--- src/rtl/affine_loop_ctrl.sv ---
// Affine schedule controller for one unified-buffer port.
// Walks a 3-deep loop nest, firing at OFFSET + k*II cycles after flush.
module affine_loop_ctrl #(
    parameter int E0     = 1,
    parameter int E1     = 64,
    parameter int E2     = 64,
    parameter int OFFSET = 0,
    parameter int II     = 1,
    parameter int CW     = 32
) (
    input  logic             clk,
    input  logic             rst_n,
    input  logic             flush,
    input  logic             stall,
    output logic             valid,
    output logic [2:0][15:0] ctrl_vars,
    output logic             done
);

    localparam logic [15:0] E0M  = 16'(E0 - 1);
    localparam logic [15:0] E1M  = 16'(E1 - 1);
    localparam logic [15:0] E2M  = 16'(E2 - 1);
    localparam logic [CW-1:0] OFS = CW'(OFFSET);
    localparam logic [CW-1:0] IIV = CW'(II);

    logic          running;
    logic [CW-1:0] cnt;
    logic [CW-1:0] next_fire;
    logic [15:0]   d0;
    logic [15:0]   d1;
    logic [15:0]   d2;
    logic          done_r;

    logic fire;
    logic last;
    logic d1_wrap;
    logic d2_wrap;

    always_comb begin
        fire    = running & ~stall & (cnt == next_fire);
        d1_wrap = (d1 == E1M);
        d2_wrap = (d2 == E2M);
        last    = fire & d1_wrap & d2_wrap & (d0 == E0M);
    end

    always_ff @(posedge clk or negedge rst_n) begin
        if (!rst_n) begin
            running   <= 1'b0;
            cnt       <= '0;
            next_fire <= '0;
            d0        <= '0;
            d1        <= '0;
            d2        <= '0;
            done_r    <= 1'b0;
        end else if (flush) begin
            running   <= 1'b1;
            cnt       <= '0;
            next_fire <= OFS;
            d0        <= '0;
            d1        <= '0;
            d2        <= '0;
            done_r    <= 1'b0;
        end else if (running && !stall) begin
            cnt <= cnt + 1'b1;
            if (fire) begin
                next_fire <= next_fire + IIV;
                // x is innermost, then y, then the root loop
                if (last) begin
                    d0      <= '0;
                    d1      <= '0;
                    d2      <= '0;
                    running <= 1'b0;
                    done_r  <= 1'b1;
                end else if (!d1_wrap) begin
                    d1 <= d1 + 16'd1;
                end else if (!d2_wrap) begin
                    d1 <= '0;
                    d2 <= d2 + 16'd1;
                end else begin
                    d1 <= '0;
                    d2 <= '0;
                    d0 <= d0 + 16'd1;
                end
            end
        end
    end

    assign valid     = fire;
    assign ctrl_vars = {d2, d1, d0};
    assign done      = done_r;

endmodule

--- config.mk ---
export PLATFORM = sky130hd
export DESIGN_NAME = affine_loop_ctrl
export DESIGN_NICKNAME = d
export VERILOG_FILES = /design/src/rtl/affine_loop_ctrl.sv
export SDC_FILE = /design/constraint.sdc
export NUM_CORES = 1
export LEC_CHECK = 0
export BUFFER_PORTS_ARGS = -buffer_cell sky130_fd_sc_hd__clkbuf_2
export CORE_ASPECT_RATIO = 2
export CORE_MARGIN = 2
export CORE_UTILIZATION = 29
export CTS_BUF_LIST = sky130_fd_sc_hd__clkbuf_16
export CTS_CLUSTER_DIAMETER = 100
export DETAILED_ROUTE_END_ITERATION = 10
export PLACE_DENSITY = 0.52
export SKIP_CTS_REPAIR_TIMING = 1
export SYNTH_ARGS = -nofsm -noshare
export SYNTH_HDL_FRONTEND = slang
export SYNTH_SLANG_ARGS = --single-unit
--- constraint.sdc ---
create_clock -name clk -period 3.6 [get_ports clk]
set_clock_uncertainty 0.2 [all_clocks]
set_input_delay 0.18 -clock clk [delete_from_list [all_inputs] [get_ports clk]]
set_output_delay 0.18 -clock clk [all_outputs]
set_load 0.01 [all_outputs]
==> impl_metrics.py <==
metrics = {
    "timing": {
        "hold_viol": 0,
        "period_share_pct": 85.2,
        "min_period_ps": 3070,
        "holdWs_ps": 40.1,
        "tightestPinTransition_ps": 931,
        "fmax_mhz": 326,
        "slew_violations": 0,
        "setup_tns_ps": 0,
        "slew_headroom_pct": 37.9,
        "setup-violations-final": 0,
        "rsz0062_at_grt": "false",
        "fin_ws_ps": 532,
    },
    "power": {
        "switchingPower_mw": 0.785,
        "peakVddDrop_mv": 0.322,
        "cellPowerDensity_nw_per_um2": 411,
        "swShare_pct": 23.9,
        "pwr-share-seq_pct": 39.9,
        "combinationalPowerShare_pct": 6.5,
        "p_leak_nw": 3.31,
        "internal_power_mw": 2.49,
        "power_frac_clock_pct": 53.6,
    },
    "grt": {
        "overflow": 0,
        "grt_pass1_vias": 5805,
        "grt_antenna_before_repair": 0,
        "grt_first_pass_wirelength_mm": 31.5,
        "grt_max_degree": 80,
        "track_usage_pct": 16.2,
    },
    "route": {
        "num_vias": 5899,
        "postRouteAntennaNets": 0,
        "wl_per_cell_um": 17.8,
        "drc": 0,
        "avgViaCountPerCell": 5.39,
        "firstDrtPassIters": 4,
        "drt_iter0_markers": 215,
        "wirelength_mm": 19.4,
    },
    "synthesis": {
        "synth-edff-count": 0,
        "synthCells": 749,
        "syn-cell-area_um2": 6760,
        "synth-warning-count": 0,
        "synthTopCellsByArea": "dfrtp_1 42%, a21oi_1 5.0%, xor2_1 4.5%",
        "syn_nets": 759,
        "ys_types": 52,
        "ys_ff_latch": 114,
        "avgSynthCellArea_um2": 9.03,
        "synth-seq-area-share_pct": 42.2,
        "ys.flop_type": "dfrtp_1",
        "synth_top_area_cell": "dfrtp_1",
        "netlist.area_leader.share_pct": 42.2,
        "ys_async_sr_fraction_pct": 100,
    },
    "critical_path": {
        "path_cells": "xnor2_1, or4b_1, nor3_2, buf_4, a31oi_2, buf_4, or4_1, a21oi_1",
        "cp-end-kind": "flop",
        "cp_slowest_stage_delay_ps": 510,
        "cp_max_fo": 21,
        "arrival_ps": 3210,
        "cp.required_ps": 3740,
        "critPathLaunchType": "flop",
        "rr_worst_depth": 8,
        "path_common_cell": "buf_4",
        "worst_path_max_delay_cell": "or4_1",
        "critical_path_class": "flop to flop",
    },
    "clock_tree": {
        "cts_tree": "done",
        "cts_root_buf": "clkbuf_16",
        "htree_levels": 4,
        "numClockSinks": 114,
        "clk_latency_ps": 430,
        "clk_pin_slew_ps": 60,
        "cts_buffer_depth": 2,
        "cts_buffers": 17,
    },
    "final_layout": {
        "final_cell_mix": "114 x dfrtp_1, 68 x a21oi_1, 56 x nand3_1",
        "drive_above_1_share_pct": 13.9,
        "mostFrequentLayoutCell": "dfrtp_1",
        "fillerInstances": 2499,
        "fin_nets": 808,
        "diodes": 0,
        "syn2layout_area_growth_pct": 18.1,
    },
    "placement": {
        "post-place-ws_ps": 519,
        "io_buffers": 53,
        "dpl.hpwl_mm": 13.8,
        "gp_congestion": 0.831,
    },
    "worst_hold_path": {
        "whs_path_depth": 5,
        "min_path_type": "primary input to flop",
    },
    "job": {
        "maxCapViolCount": 0,
    },
    "floorplan": {
        "num_rows": 79,
        "io_pins": 54,
        "core_um2": 23100,
        "fp.dieArea_um2": 24600,
        "initial_core_util_pct": 29.2,
        "fp.dieW_um": 112,
        "die_height_um": 220,
    },
    "outcome": {
        "status": "finished clean",
    },
}
logic make-up after synthesis:
| group | after synthesis | synth area share (%) |
|---|---|---|
| simple gates | 326 | 27.7 |
| buf+inv | 65 | 3.72 |
| fa+ha+maj | 6 | 1.11 |
| compound gates | 146 | 12.9 |
| flops | 114 | 42.2 |
| xor+xnor | 66 | 8.55 |
| mux | 26 | 3.90 |
worst max-delay path: cells and delay by family, from the launching register on:
family	cells	cell delay (ps)
xor gates and xnor gates	1	290
DFF	1	470
buffers and inverters	2	470
AOI/OAI and AO/OA	2	360
and+or+nand+nor	3	1180
state kept, by name, indices dropped and copies added, names as in the netlist:
| register | count |
|---|---|
| cnt | 32 |
| d0 | 16 |
| d1 | 16 |
| d2 | 16 |
| done | 1 |
| next_fire | 32 |
| running | 1 |
Yosys cell counts, drive strengths merged, types with 2 or more instances:
cell type / instances
o211ai: 21
or2: 2
nor4bb: 2
inv: 21
nor2: 47
nor4b: 3
nor4: 14
or3b: 4
nand4: 34
and2: 11
a21o: 2
nand4b: 2
or4: 19
nand3: 57
nor3: 10
a31oi: 2
o31ai: 16
nand2: 44
mux2i: 23
clkbuf: 39
or4b: 2
dfrtp: 114
o21ai: 27
a21oi: 68
o41ai: 2
xnor2: 31
and3: 26
buf: 5
mux2: 3
nor2b: 4
or3: 26
nand3b: 11
a21boi: 3
and4: 6
ha: 6
xor2: 35
cell type report:
| class | count | area [um^2] | area share [%] |
|---|---|---|---|
| clock buffer | 17 | 425 | 5.33 |
| clock inverter | 15 | 174 | 2.18 |
| tap | 283 | 354 | 4.43 |
| timing repair buffer | 74 | 440 | 5.52 |
| multi-input combinational | 570 | 3660 | 45.8 |
| inverter | 21 | 78.8 | 0.987 |
| sequential | 114 | 2850 | 35.7 |
stage by stage:
| stage | utilization, % | instances | instance area, um^2 | total power, mW |
|---|---|---|---|---|
| after floorplan | - | 749 | 6760 | 1.45 |
| after global placement | 31.9 | 1061 | 7380 | 1.54 |
| after detailed placement | 31.9 | 1061 | 7380 | 1.55 |
| after CTS | 34.5 | 1093 | 7980 | 3.32 |
| after global routing | 34.5 | 1094 | 7990 | 3.39 |
| final | 34.5 | 1094 | 7990 | 3.28 |
power groups by stage:
stage | logic [mW] | registers (mW) | clock network [mW]
2_1_floorplan | 0.123 | 1.33 | 0
3_3_place_gp | 0.213 | 1.33 | 0
3_5_place_dp | 0.214 | 1.33 | 0
4_1_cts | 0.215 | 1.31 | 1.80
5_1_grt | 0.234 | 1.31 | 1.84
6_report | 0.213 | 1.31 | 1.76
worst paths after layout:
check | from | end | slack, ps
setup / recovery | cnt[14]$_DFFE_PN0N_ | d1[11]$_DFFE_PN0P_ | 530
hold / removal | stall | cnt[0]$_DFFE_PN0N_ | 40
setup reg to reg | cnt[14]$_DFFE_PN0N_ | d1[11]$_DFFE_PN0P_ | 530
hold reg to reg | running$_DFFE_PN0P_ | running$_DFFE_PN0P_ | 270
max in group asynchronous | rst_n | next_fire[11]$_DFFE_PN0P_ | 2330
min in group asynchronous | rst_n | d2[15]$_DFFE_PN0P_ | 80
routing by layer:
| metal | vias to the layer above | share of wire, % | GRT usage, % | wire (um) |
|---|---|---|---|---|
| li1 | 2863 | - | - | - |
| met4 | 0 | 3.5 | 8.09 | 682 |
| met1 | 2917 | 38 | 17.4 | 7370 |
| met2 | 84 | 56 | 30.4 | 10900 |
| met5 | - | 0 | 0 | 0 |
| met3 | 35 | 2.2 | 2.70 | 436 |
(Power assumes the default switching activity.)
